**src/rtl/cr16_datapath_seq_fsm.sv**
```systemverilog
// cr16_datapath_seq_fsm: start/done sequencer driving the CR16 register file + ALU through fib/inc test programs
//   I_CLK, I_NRESET (async, active-low), I_ENABLE (low = stall), I_START, I_MODE (00 fib, 01 inc, 1x fib then inc)
//   O_OPCODE, O_READ_PORT_A_SEL/B_SEL, O_IMM_SEL, O_REG_ENABLE (one-hot write), O_PRELOAD_IMM, O_BUSY, O_DONE
module cr16_datapath_seq_fsm #(
  parameter int REG_COUNT = 8,
  parameter int DATA_WIDTH = 16,
  parameter int INC_IMM = 1,
  parameter logic [3:0] OP_ADD = 4'b0001,
  parameter logic [3:0] OP_MOVI = 4'b1101
) (
  input  logic                  I_CLK,
  input  logic                  I_NRESET,
  input  logic                  I_ENABLE,
  input  logic                  I_START,
  input  logic [1:0]            I_MODE,
  output logic [3:0]            O_OPCODE,
  output logic [3:0]            O_READ_PORT_A_SEL,
  output logic [3:0]            O_READ_PORT_B_SEL,
  output logic                  O_IMM_SEL,
  output logic [15:0]           O_REG_ENABLE,
  output logic [DATA_WIDTH-1:0] O_PRELOAD_IMM,
  output logic                  O_BUSY,
  output logic                  O_DONE
);
  typedef enum logic [2:0] {IDLE, LOAD0, LOAD1, FIB, INC, DONE} state_t;
  localparam logic [3:0] LAST = 4'(REG_COUNT - 1);
  localparam logic [DATA_WIDTH-1:0] IMM_ONE = DATA_WIDTH'(1);
  localparam logic [DATA_WIDTH-1:0] IMM_INC = DATA_WIDTH'(INC_IMM);
  state_t state, state_n;
  logic [3:0] k, k_n;
  logic [1:0] mode, mode_n;
  logic [15:0] reg_en_q;
  logic load_n, busy_n;
  always_comb begin
    state_n = state;
    k_n = k;
    mode_n = mode;
    if (I_ENABLE)
      case (state)
        IDLE: if (I_START) begin
          mode_n = I_MODE;
          state_n = (I_MODE == 2'b01) ? INC : LOAD0;
          k_n = 4'd0;
        end
        LOAD0: begin
          state_n = LOAD1;
          k_n = 4'd1;
        end
        LOAD1: begin
          state_n = (REG_COUNT > 2) ? FIB : mode[1] ? INC : DONE;
          k_n = (REG_COUNT > 2) ? 4'd2 : 4'd0;
        end
        FIB: begin
          state_n = (k != LAST) ? FIB : mode[1] ? INC : DONE;
          k_n = (k != LAST) ? k + 4'd1 : 4'd0;
        end
        INC: begin
          state_n = (k != LAST) ? INC : DONE;
          k_n = (k != LAST) ? k + 4'd1 : 4'd0;
        end
        default: begin
          state_n = IDLE;
          k_n = 4'd0;
        end
      endcase
    load_n = (state_n == LOAD0) || (state_n == LOAD1);
    busy_n = load_n || (state_n == FIB) || (state_n == INC);
  end
  // Outputs are registered from the next-state decode, so they line up with the state they describe.
  always_ff @(posedge I_CLK or negedge I_NRESET)
    if (!I_NRESET) begin
      state <= IDLE;
      k <= 4'd0;
      mode <= 2'b00;
      O_OPCODE <= 4'd0;
      O_READ_PORT_A_SEL <= 4'd0;
      O_READ_PORT_B_SEL <= 4'd0;
      O_IMM_SEL <= 1'b0;
      reg_en_q <= 16'd0;
      O_PRELOAD_IMM <= '0;
      O_BUSY <= 1'b0;
      O_DONE <= 1'b0;
    end else begin
      state <= state_n;
      k <= k_n;
      mode <= mode_n;
      O_OPCODE <= load_n ? OP_MOVI : busy_n ? OP_ADD : 4'd0;
      O_READ_PORT_A_SEL <= (state_n == FIB) ? k_n - 4'd2 : (state_n == INC) ? k_n : 4'd0;
      O_READ_PORT_B_SEL <= (state_n == FIB) ? k_n - 4'd1 : 4'd0;
      O_IMM_SEL <= load_n || (state_n == INC);
      reg_en_q <= busy_n ? 16'd1 << k_n : 16'd0;
      O_PRELOAD_IMM <= load_n ? IMM_ONE : (state_n == INC) ? IMM_INC : '0;
      O_BUSY <= busy_n;
      O_DONE <= state_n == DONE;
    end
  // A stalled step must not commit, so the write enable is gated combinationally.
  assign O_REG_ENABLE = reg_en_q & {16{I_ENABLE}};
endmodule

```
**config.mk**
```make
export PLATFORM = sky130hd
export DESIGN_NAME = cr16_datapath_seq_fsm
export DESIGN_NICKNAME = d
export VERILOG_FILES = /design/src/rtl/cr16_datapath_seq_fsm.sv
export SDC_FILE = /design/constraint.sdc
export NUM_CORES = 1
export LEC_CHECK = 0
export ABC_AREA = 1
export BUFFER_PORTS_ARGS = -buffer_cell sky130_fd_sc_hd__clkbuf_2
export CAP_MARGIN = 15
export CORE_MARGIN = 3
export CORE_UTILIZATION = 55
export CTS_CLUSTER_SIZE = 12
export DETAILED_ROUTE_END_ITERATION = 8
export GPL_ROUTABILITY_DRIVEN = 0
export HOLD_SLACK_MARGIN = 0.02
export PLACE_DENSITY = 0.83
export SYNTH_ARGS = -nofsm -noshare
export SYNTH_HDL_FRONTEND = slang
export SYNTH_SLANG_ARGS = --single-unit
```
**constraint.sdc**
```tcl
create_clock -name I_CLK -period 5.05 [get_ports I_CLK]
set_input_delay 1.01 -clock I_CLK [delete_from_list [all_inputs] [get_ports I_CLK]]
set_output_delay 1.01 -clock I_CLK [all_outputs]
set_load 0.005 [all_outputs]
```
==> out/metrics.cfg <==
[yosys]
synth_simple_gate_area_share_pct=26.3
synth_mux_area_share_pct=0
synthFlopType=dfrtp_1
synth-compound-area-share_pct=7.61
syn-cell-area_mm2=0.00211
yosys.area.top_type_share_pct=44.0
synth_seq_cells=37
synth_fa_ha_area_share_pct=4.75
synth_xor_area_share_pct=0.416
synth_edf_count=0
synthTopCellsByArea=dfrtp_1, nand2_1, buf_4
synth_warnings=0
seq_area_frac_synth_pct=44.0
synthArstFlopShare_pct=100
ys_types=26
synth_top_family_by_area=simple AND/OR/NAND/NOR gates
synth.largest_area_cell=dfrtp_1
syn_area_per_cell_um2=7.83
netlist_instances=269

[critical_path]
crit_required_ns=4.04
ff2ff_path_depth=11
start_kind=input port
cp-endpoint=O_REG_ENABLE[2]
worst-setup-path-type=input port to output port
rr_startpoint=state[2]$_DFF_PN0_
crit_path_max_fanout=25
reg2reg_slack_ns=2.80
rr_endpoint=reg_en_q[15]$_DFF_PN0_
startpoint=I_ENABLE
end_kind=output port
critPathArrivalTime_ns=1.73

[grt]
grt_first_pass_wirelength_mm=6.53
gr-usage-all-layers_pct=19.4
antenna_found_initial=0
grt_max_degree=38
grt_pass1_vias=1478
overflow=0

[clock_network]
cts_root_buffer=clkbuf_8
clock_latency_ns=0.29
cts.clk_slew.worst_paths_ns=0.06
cts.sinks=37
ctsResizeCount=0
htree_levels=2
clock_path_buffers=2
cts_hold_buf=0
cts_tree=done
post_cts_buffers=0
numCtsBuffers=5

[detailed_routing]
wl_per_cell_um=11.5
routed_via_density=4.94
detail_route.first_pass.iterations=4
drt_iter0_markers=79
routed_wl_mm=4.00
num_vias=1713
ant_nets=0
drc=0

[min_path]
min_path_type=flop to flop
worstHoldStart=mode[1]$_DFFE_PN0P_

[sta]
period_needed_ns=2.74
setup_viol=0
finalHoldViolCount=0
tns_ns=0
period_share_pct=54.2
max_freq_mhz=366
fin_skew_ns=0.00904
slew_headroom_pct=42.4
worst_slew_pin_slew_ns=0.864
worst_slack_ns=2.31
drv_slew=0
rsz0062_at_grt=no

[layout]
antenna_cells=0
layout.nets=315
fillCellCount=307
regArea_um2=926
multiInputGateArea_um2=883
layout_common_cells=nand2_1, inv_1, dfrtp_1
area_delta_synth_final_pct=9.45
drive_above_1_share_pct=19.3
layout_commonest_cell=nand2_1

[power_and_ir_drop]
p_seq_share_pct=37.3
power.switching_uw=437
cellPowerDensity_mw_per_mm2=479
power_frac_comb_pct=40.8
p_leak_nw=1.39
intPower_uw=668
swShare_pct=39.5
vdd_drop_max_mv=0.282
clockPowerShare_pct=21.9

[run_status]
status=complete, no violations

[floorplan]
ios=53
die_w_um=67.9
std_cell_rows=21
die_y_um=67.9
fp.coreArea_mm2=0.00352
start_util_pct=59.8
fp.dieArea_mm2=0.00461

[place]
dp_hpwl_mm=2.81
post-place-ws_ns=2.04
numPortBuffers=36

[job]
cap_violations=0

[cell type report]
type	instances	share of cell area [%]
sequential	37	40.2
clock inverter	2	1.52
clock buffer	5	2.99
tap	46	2.50
multi-input combinational	180	38.3
timing repair buffer	36	7.82
inverter	41	6.68
[cells in the mapped netlist, types with 3 or more instances]
master    n
ha_1      8
nand2_2   5
nand2_1  74
o21ai_0   4
inv_1    39
buf_6     3
buf_4    21
dfrtp_1  37
nor2_1   24
nand3_1  13
a21oi_1  18
nand4_1   4
[per-layer routing]
layer	vias up	wire length, um	track usage [%]
met5	-	0	0
li1	846	-	-
met4	0	80	9.18
met2	61	1960	31.7
met1	797	1710	25.1
met3	9	243	3.12
[state kept, by name (all words and copies together) (netlist names)]
signal / cells
O_READ_PORT_B_SEL: 4
O_READ_PORT_A_SEL: 4
mode: 1
reg_en_q: 16
O_DONE: 1
O_IMM_SEL: 1
state: 3
O_OPCODE: 2
k: 4
O_BUSY: 1
[through the flow]
stage,cells,utilization (%),area (um^2),total power [mW],hold WS (ns)
after floorplan,284,-,2160,0.760,0.478
after global placement,340,62.5,2200,0.850,0.503
after detailed placement,340,62.5,2200,0.864,0.508
after CTS,347,65.5,2300,1.11,0.524
after global routing,347,65.5,2300,1.20,0.552
final,347,65.5,2300,1.11,0.524
[logic make-up (layout without fill, tap and decap cells)]
| group | count (synthesis) | count (layout) |
|---|---|---|
| AND/OR/NAND/NOR | 127 | 127 |
| buffers and inverters | 67 | 84 |
| flip-flops | 37 | 37 |
| AO/OA/AOI/OAI | 28 | 28 |
| adder cells (fa/ha/maj) | 8 | 8 |
| other | 1 | 16 |
| XOR/XNOR | 1 | 1 |
[critical path: stages]
cell and delay (ns):
clkbuf_2 0.39, nand2_1 0.13, inv_1 0.08, clkbuf_2 0.10
[power groups by stage]
stage | Clock (mW) | Sequential (mW) | Combinational, mW
floorplan | 0 | 0.413 | 0.348
global placement | 0 | 0.415 | 0.435
detailed placement | 0 | 0.417 | 0.447
CTS | 0.246 | 0.413 | 0.453
global route | 0.257 | 0.421 | 0.526
finish | 0.243 | 0.412 | 0.450
[worst min path at each step]
| stage | endpoint | slack, ns | depth (start not counted) |
|---|---|---|---|
| finish | mode[1]$_DFFE_PN0P_ | 0.52 | 2 |
| global placement | mode[1]$_DFFE_PN0P_ | 0.50 | 2 |
| global route | mode[1]$_DFFE_PN0P_ | 0.55 | 2 |
| CTS | mode[1]$_DFFE_PN0P_ | 0.52 | 2 |
| detailed placement | mode[1]$_DFFE_PN0P_ | 0.51 | 2 |
| floorplan | mode[1]$_DFFE_PN0P_ | 0.48 | 2 |
Note: power is estimated with default switching activity, not from simulation.
